$ cat config.mk
export PLATFORM = sky130hd
export DESIGN_NAME = wind_conditioner
export DESIGN_NICKNAME = d
export VERILOG_FILES = /design/src/rtl/wind_pkg.sv /design/src/rtl/wind_debounce.sv /design/src/rtl/wind_conditioner.sv
export SDC_FILE = /design/constraint.sdc
export NUM_CORES = 1
export LEC_CHECK = 0
export CAP_MARGIN = 20
export CORE_MARGIN = 8
export CORE_UTILIZATION = 45
export DETAILED_ROUTE_END_ITERATION = 6
export MAX_ROUTING_LAYER = met4
export SKIP_LAST_GASP = 1
export SLEW_MARGIN = 40
export SYNTH_ARGS = -nofsm -noshare
export SYNTH_HDL_FRONTEND = slang
export SYNTH_HIERARCHICAL = 1
export SYNTH_SLANG_ARGS = --single-unit
$ cat constraint.sdc
create_clock -name clk -period 3.3 [get_ports clk]
set_input_delay 0.495 -clock clk [delete_from_list [all_inputs] [get_ports clk]]
set_output_delay 0.495 -clock clk [all_outputs]
set_load 0.01 [all_outputs]
$ cat src/rtl/wind_pkg.sv
// Shared wind-code types and constants.
// Imported by the wind conditioner and the downstream lights FSM.
package wind_pkg;

    typedef logic [0:1] wind_t;

    localparam wind_t WIND_CALM = 2'b00;
    localparam wind_t WIND_L2R  = 2'b01;
    localparam wind_t WIND_R2L  = 2'b10;
    localparam wind_t WIND_BAD  = 2'b11;

endpackage

$ cat src/rtl/wind_debounce.sv
// Two-flop synchronizer followed by a whole-vector debouncer.
// A new code becomes stable after DEBOUNCE_CYCLES identical samples.
module wind_debounce
    import wind_pkg::*;
#(
    parameter int DEBOUNCE_CYCLES = 4
) (
    input  logic  clk,
    input  logic  reset,
    input  wind_t raw,
    output wind_t stable
);

    localparam logic [15:0] LAST = 16'(DEBOUNCE_CYCLES - 1);

    wind_t       s1;
    wind_t       s2;
    wind_t       cand;
    logic [15:0] cnt;

    // Two-stage synchronizer for the asynchronous switch inputs
    always_ff @(posedge clk or posedge reset) begin
        if (reset) begin
            s1 <= WIND_CALM;
            s2 <= WIND_CALM;
        end else begin
            s1 <= raw;
            s2 <= s1;
        end
    end

    // Count consecutive identical samples of a code that differs from stable
    always_ff @(posedge clk or posedge reset) begin
        if (reset) begin
            stable <= WIND_CALM;
            cand   <= WIND_CALM;
            cnt    <= '0;
        end else if (s2 == stable) begin
            cand <= s2;
            cnt  <= '0;
        end else if (s2 != cand) begin
            cand <= s2;
            cnt  <= 16'd1;
        end else if (cnt == LAST) begin
            stable <= s2;
            cnt    <= '0;
        end else begin
            cnt <= cnt + 16'd1;
        end
    end

endmodule

$ cat src/rtl/wind_conditioner.sv
// Conditions raw wind switches into a stepped, validated wind code.
// Macro WIND_HOLD_EN: code 11 holds the previous w instead of forcing calm.
module wind_conditioner
    import wind_pkg::*;
#(
    parameter int DEBOUNCE_CYCLES = 4,
    parameter int TICK_DIV        = 8
) (
    input  logic  clk,
    input  logic  reset,
    input  wind_t sw_raw,
    output wind_t w,
    output logic  step,
    output logic  w_changed
);

    localparam int TW = (TICK_DIV > 2) ? $clog2(TICK_DIV) : 1;
    localparam logic [TW-1:0] TLAST = TW'(TICK_DIV - 1);

    wind_t          stable;
    wind_t          w_next;
    logic [TW-1:0]  tcnt;
    logic           tick;

    wind_debounce #(
        .DEBOUNCE_CYCLES(DEBOUNCE_CYCLES)
    ) u_deb (
        .clk   (clk),
        .reset (reset),
        .raw   (sw_raw),
        .stable(stable)
    );

    assign tick = (tcnt == TLAST);

    // Free-running step divider; terminal count is the tick
    always_ff @(posedge clk or posedge reset) begin
        if (reset) tcnt <= '0;
        else if (tick) tcnt <= '0;
        else tcnt <= tcnt + 1'b1;
    end

    // Replace the invalid code before it can reach w
    always_comb begin
        w_next = stable;
        if (stable == WIND_BAD) begin
`ifdef WIND_HOLD_EN
            w_next = w;
`else
            w_next = WIND_CALM;
`endif
        end
    end

    // Update w only on the tick; step and change flag follow for one cycle
    always_ff @(posedge clk or posedge reset) begin
        if (reset) begin
            w         <= WIND_CALM;
            step      <= 1'b0;
            w_changed <= 1'b0;
        end else begin
            step      <= tick;
            w_changed <= tick && (w_next != w);
            if (tick) w <= w_next;
        end
    end

endmodule

==> metrics, run 1 <==
result of the run=complete, no violations; slew of the pin with the lowest slew margin=487.7 ps; antenna violations before repair=0; GR Overflow Total=0; largest family of logic cells by synthesized area=simple AND/OR/NAND/NOR gates; number of setup buffers added after CTS=0; worst hold path type=reg -> reg; Synth top area share=53.22%; kind of end point of the critical path=output port; post-synthesis cell type with the largest combined area=dfrtp_1; Leak=0.6879 nW; slack of the worst reg-to-reg path=1590 ps; post-synth design cell area=0.001458 sq mm; Area growth syn-to-layout=13.48%; layout filler cell count=286; warning count from the yosys run=6; H-tree depth=2; horizontal die dimension=72.92 um; final critical-path required period=1784 ps; async set or reset register ratio after synthesis=100.0%; clock network power share=33.9%; Worst setup startpoint=w[0]$_DFFE_PP0N_; First-pass DRT Iterations=4; logic depth of the worst setup path including buffers=1; share of synthesized area spent on multiplexers=1.545%; commonest non-fill, non-tap cells in the layout=dfrtp_1, nor2_1, xnor2_1; total number of vias=900; Synth Area in XOR/XNOR=12.02%; MaxCap Viol Count=0; depth of the most critical reg-to-reg path=5; Worst Hold Launch=u_deb/s1[0]$_DFF_PP0_; post-route cell area=0.001654 sq mm; combinational cell fraction of total power=15.4%; series of cell instances along the critical path=clkdlybuf4s50_1; Antenna diodes=0; Synth Area in Adders=3.433%; number of global-route vias before repair=1,003; startpoint of the worst-slack reg-to-reg timing path=u_deb/cnt[0]$_DFF_PP0_; Max-slew headroom=67.44%; average wire per cell in the routed design=13.05 um; quantity of hold-fixing buffers added after cts=0; share of total power consumed by net switching=26.35%; Worst VDD drop=309.8 uV; fin crit share=54.07%; TritonCTS clock tree=yes; most frequent standard cell in the layout excluding fill and tap cells=dfrtp_1; Power Density=544.9 mW/mm^2; synthesized area per cell=11.48 sq um; reg2reg end=u_deb/stable[0]$_DFFE_PP0P_; cell family with most CP delay=buffers and inverters; register share of total power=50.7%; max-slew violations=0; net switching power=237.5 uW; synthesized net count=135; total placed instance area=0.001568 sq mm; data arrival at the endpoint of the critical path=1290 ps; # nets final=146; highest attainable clock frequency=0.5604 GHz; Compound-Gate Fraction of Synth Area=3.863%; overall die height=72.92 um; Total Routing Usage GR=11.09%; layout cells sized above 1=15.11%; Max clock buf depth=2; CTS Buf Count=5; synthesized flop and latch total=31; number of DRC markers in iteration 0=17; FP Rows=20; routed via count divided by cell count=4.918; setup-violating endpoint count in the final report=0; IO buf count=7; Worst-Skew Late Latency=330 ps; post-CTS clock slew at the launch and capture registers of the worst setup and hold paths=90 ps; cell with the largest stage delay on the worst path=clkdlybuf4s50_1; Post-CTS Resized=0; maximum fanout along the worst path=4; routed wire length=2.388 mm; instance count of the mapped netlist=127; cell types occupying the most area after synthesis=dfrtp_1, xnor2_1, nor2_1; cell-internal power=663.8 uW; clock sink count=31; routability cong.=0.7561; Top-Level Pins=8; number of hold violations in the final report=0; Setup CP Type=reg -> out; post-route setup TNS=0 ps; ys flop type=dfrtp_1; area fraction in and, or, nand and nor cells after synthesis=22.83%; library cell used as clock root buffer=clkbuf_4; startpoint kind of the worst setup timing path=flop; area of the die=0.005317 sq mm; HPWL Detailed=1.695 mm; count of buffer and inverter cells on the critical path=1; end of the critical path=w[0]; DRC errors left=0; number of synthesized flops with an enable pin=0; Post-DRT Antenna Nets=0; number of different library cells in the post-synthesis netlist=32; Slowest Stage Delay on Critical Path=560 ps; Starting Density=47.36%; standard cell core area=0.003078 sq mm; RSZ-0062 raised after global routing=false; first-pass GRT wire length=4.347 mm; largest net degree at the start of global routing=25; Crit path required time=2800 ps; Max Clock Skew=12.06 ps; post-synthesis sequential area ratio=53.22%
state kept, by name (all words and copies together) (netlist names):
signal,cells
w,2
u_deb/s1,2
u_deb/cnt,16
tcnt,3
u_deb/cand,2
u_deb/s2,2
step,1
w_changed,1
u_deb/stable,2
per-stage QoR:
| step | util, % | hold slack (ps) | setup slack (ps) | cells | power [mW] |
|---|---|---|---|---|---|
| 2_1_floorplan | - | 298.4 | 1754 | 127 | 0.5629 |
| 3_3_place_gp | 50.93 | 331.8 | 1654 | 175 | 0.6006 |
| 3_5_place_dp | 50.93 | 336.5 | 1614 | 175 | 0.6061 |
| 4_1_cts | 53.74 | 359.0 | 1488 | 183 | 0.9185 |
| 5_1_grt | 53.74 | 372.5 | 1370 | 183 | 0.9617 |
| 6_report | 53.74 | 356.2 | 1516 | 183 | 0.9013 |
how the worst min path moves through the flow:
stage                                  endpoint  slack (ps)  cells past startpoint
final                     u_deb/s2[0]$_DFF_PP0_         360                      0
after global routing      u_deb/s2[0]$_DFF_PP0_         370                      0
after CTS                 u_deb/s2[0]$_DFF_PP0_         360                      0
after detailed placement  u_deb/s2[0]$_DFF_PP0_         340                      0
after global placement    u_deb/s2[0]$_DFF_PP0_         330                      0
after floorplan                  step$_DFF_PP0_         300                      1
power by group through the flow:
| stage | combinational [mW] | sequential (mW) | clock (mW) |
|---|---|---|---|
| 2_1_floorplan | 0.103 | 0.460 | 0 |
| 3_3_place_gp | 0.138 | 0.463 | 0 |
| 3_5_place_dp | 0.142 | 0.465 | 0 |
| 4_1_cts | 0.142 | 0.457 | 0.319 |
| 5_1_grt | 0.161 | 0.465 | 0.336 |
| 6_report | 0.139 | 0.457 | 0.305 |
cell usage after synthesis (3+ instances only):
cell and count:
nor2_1 19, nand2_1 6, ha_1 4, nor4_2 4, xnor2_1 15, inv_1 8
nand4_1 3, nor3_1 5, xor2_1 5, dfrtp_1 31
area by class of cell:
cell class              count  area (sq um)  share of cell area [%]
well taps                  44         55.05                   3.328
inverters                   8         30.03                   1.815
clock inverters             2         35.03                   2.118
flip-flops and latches     31         775.7                   46.90
clock buffers               6         51.30                   3.101
multi-input cells          85         636.9                   38.50
repair buffers              7         70.07                   4.236
per-layer routing:
layer  track usage [%]  vias to the layer above  part of all wire, %
met5                 -                        -                    0
met4             4.667                        0                    0
met3             4.808                        0                  4.0
met2             18.69                       11                   51
met1             10.95                      437                   45
li1                  -                      452                    -
cell families (layout without fill, tap and decap cells):
| logic type | after synthesis | in the layout |
|---|---|---|
| AND/OR/NAND/NOR | 51 | 51 |
| flip-flops | 31 | 31 |
| XOR/XNOR | 20 | 20 |
| buffers and inverters | 11 | 23 |
| AO/OA/AOI/OAI | 8 | 8 |
| adder cells (fa/ha/maj) | 4 | 4 |
| multiplexers | 2 | 2 |
(Power assumes the default switching activity.)
==> run 2, diff against run 1 <==
--- a/config.mk
+++ b/config.mk
@@ -10,6 +10,7 @@
 export CORE_UTILIZATION = 45
 export DETAILED_ROUTE_END_ITERATION = 6
 export MAX_ROUTING_LAYER = met4
+export PLACE_DENSITY = 0.65
 export SKIP_LAST_GASP = 1
 export SLEW_MARGIN = 40
 export SYNTH_ARGS = -nofsm -noshare
==> constraint.sdc (replaced) <==
create_clock -name clk -period 1.49 [get_ports clk]
set_input_delay 0.2235 -clock clk [delete_from_list [all_inputs] [get_ports clk]]
set_output_delay 0.2235 -clock clk [all_outputs]
set_load 0.01 [all_outputs]
==> run 2 against run 1 <==
  * The run now ends with negative setup slack left
  * Global-route usage up 0.50 points
  * Critical path depth is 4 higher
  * Die area did not move
  * Worst hold slack got worse by 210 ps
  * Clock skew is 2.0 ps lower
  * Clock power grew 61%
  * Final cell count up 11%
  * Via count is 11% higher
  * Sequential power up 110%
  * Non-clock buffer count rose by 21
  * Sequential cell count is the same
  * Utilization grew 6.1 points
  * Largest cell class unchanged
==> metrics, run 2 (same netlist as run 1, synthesis figures left out) <==
result of the run=complete, but fails checks (was complete, no violations); violated checks=negative setup slack; RSZ-0062 raised after global routing=true (was false); # nets final=168 (was 146); largest net degree at the start of global routing=25 (unchanged); antenna violations before repair=0 (unchanged); number of DRC markers in iteration 0=44 (was 17); max-slew violations=0 (unchanged); cell with the largest stage delay on the worst path=dfrtp_1 (was clkdlybuf4s50_1); CTS Buf Count=5 (unchanged); average wire per cell in the routed design=12.97 um (was 13.05 um); data arrival at the endpoint of the critical path=1740 ps (was 1290 ps); cell family with most CP delay=simple AND/OR/NAND/NOR gates (was buffers and inverters); reg2reg end=u_deb/stable[0]$_DFFE_PP0P_ (unchanged); max FFs per register=16 (unchanged); Crit path required time=1700 ps (was 2800 ps); tightest hold margin=143.8 ps (was 356.2 ps); First-pass DRT Iterations=4 (unchanged); Worst VDD drop=754.6 uV (was 309.8 uV); setup-violating endpoint count in the final report=2 (was 0); commonest non-fill, non-tap cells in the layout=dfrtp_1, buf_4, nor2_1 (was dfrtp_1, nor2_1, xnor2_1); most frequent standard cell in the layout excluding fill and tap cells=dfrtp_1 (unchanged); standard cell core area=0.003078 sq mm (unchanged); startpoint kind of the worst setup timing path=flop (unchanged); Area growth syn-to-layout=26.44% (was 13.48%); library cell used as clock root buffer=clkbuf_4 (unchanged); dpl cells=195 (was 175); slack of the worst reg-to-reg path=-30 ps (was 1590 ps); highest attainable clock frequency=0.6572 GHz; horizontal die dimension=72.92 um (unchanged); depth of the most critical reg-to-reg path=5 (unchanged); overall die height=72.92 um (unchanged); post-CTS clock slew at the launch and capture registers of the worst setup and hold paths=90 ps (about the same); clock sink count=31 (unchanged); layout cells sized above 1=28.13% (was 15.11%); series of cell instances along the critical path=ha_2 > nor4b_4 > nand4_1 > nor2_2 > mux2_1 (was clkdlybuf4s50_1); routed wire length=2.646 mm (was 2.388 mm); DRC errors left=0 (unchanged); final setup margin=-31.70 ps (was 1516 ps); H-tree depth=2 (unchanged); registers with the highest flip-flop counts=u_deb/cnt: 16 flops, tcnt: 3 flops (unchanged); fin crit share=102.1%; maximum fanout along the worst path=2 (was 4); Starting Density=47.36% (unchanged); IO buf count=7 (unchanged); slew of the pin with the lowest slew margin=353.3 ps (was 487.7 ps); Leak=0.8369 nW (was 0.6879 nW); number of global-route vias before repair=1,040 (was 1,003); GR Overflow Total=0 (unchanged); first-pass GRT wire length=4.547 mm (was 4.347 mm); startpoint of the worst-slack reg-to-reg timing path=u_deb/cnt[1]$_DFF_PP0_ (was u_deb/cnt[0]$_DFF_PP0_); Slowest Stage Delay on Critical Path=360 ps (was 560 ps); worst hold path type=in -> async (was reg -> reg); number of hold violations in the final report=0 (unchanged); Post-DRT Antenna Nets=0 (unchanged); area of the die=0.005317 sq mm (unchanged); Setup CP Type=reg -> reg (was reg -> out); count of buffer and inverter cells on the critical path=0 (was 1); Max-slew headroom=76.35% (was 67.44%); Antenna diodes=0 (unchanged); HPWL Detailed=1.870 mm (was 1.695 mm); FP Rows=20 (unchanged); Max clock buf depth=2 (unchanged); final instance count without filler cells=204 (was 183); Worst-Skew Late Latency=330 ps (about the same); final critical-path required period=1522 ps; Total Routing Usage GR=11.59% (was 11.09%); routed via count divided by cell count=4.877 (was 4.918); TritonCTS clock tree=yes (unchanged); MaxCap Viol Count=0 (unchanged); Reg with most FFs=u_deb/cnt (unchanged); routability cong.=0.8204 (was 0.7561); total number of vias=995 (was 900); Top-Level Pins=8 (unchanged); Max Clock Skew=10.09 ps (was 12.06 ps); kind of end point of the critical path=flop (was output port); Power Density=1055 mW/mm^2 (was 544.9 mW/mm^2); total power after layout=1.944 mW (was 901.3 uW)
==> run 2: area by class of cell <==
class / instances / area [sq um]
clock buffer: 6 / 51.30
multi-input combinational: 86 / 700.7
fill: 255 / 1235
timing repair buffer: 28 / 225.2
sequential: 31 / 775.7
inverter: 8 / 30.03
clock inverter: 1 / 5.005
tap: 44 / 55.05
==> run 2: how the worst max path moves through the flow <==
stage                                 start                          end  slack [ps]  cells after the start
finish               u_deb/cnt[1]$_DFF_PP0_  u_deb/stable[0]$_DFFE_PP0P_         -30                      5
global route         u_deb/cnt[1]$_DFF_PP0_  u_deb/stable[0]$_DFFE_PP0P_        -130                      5
CTS                  u_deb/cnt[1]$_DFF_PP0_  u_deb/stable[1]$_DFFE_PP0P_         -40                      5
detailed placement  u_deb/cnt[12]$_DFF_PP0_       u_deb/cnt[9]$_DFF_PP0_        -180                      5
global placement     u_deb/cnt[0]$_DFF_PP0_       u_deb/cnt[8]$_DFF_PP0_        -120                      6
floorplan            u_deb/cnt[0]$_DFF_PP0_  u_deb/stable[0]$_DFFE_PP0P_         -20                      5
==> run 2: where the power goes <==
group | leakage, nW | switching, mW | internal, mW
logic | 0.394 | 0.233 | 0.252
clock network | 0.0341 | 0.272 | 0.218
registers | 0.409 | 0.0555 | 0.913
total | 0.837 | 0.560 | 1.38
==> run 2: routing by layer <==
metal  global-route usage [%]  share of wire (%)  wire [um]
met1                    12.34                 45       1197
met2                    18.89                 50       1310
met3                    2.885                2.5         65
met4                    7.333                2.8         73
met5                        -                  0          0
==> run 2: per-stage QoR <==
stage          utilization (%)  setup slack [ps]  TNS [ps]  instance area, sq um
6_report                 59.88            -31.70    -63.04                  1843
5_1_grt                  59.88            -127.4    -488.6                  1843
4_1_cts                  58.82            -42.27    -82.98                  1810
3_5_place_dp             55.89            -184.6     -2845                  1720
3_3_place_gp             55.89            -123.3     -1999                  1720
2_1_floorplan                -            -19.54    -39.08                  1460
==> run 2: repair_timing <==
action                                  4_1_cts  5_1_grt
buffers inserted                              1        0
hold buffers                                  0        0
gates cloned                                  0        1
pin swaps                                     0        2
hold endpoints to repair                      0        0
endpoints found under the setup margin       19       17
resized for setup                             6        4
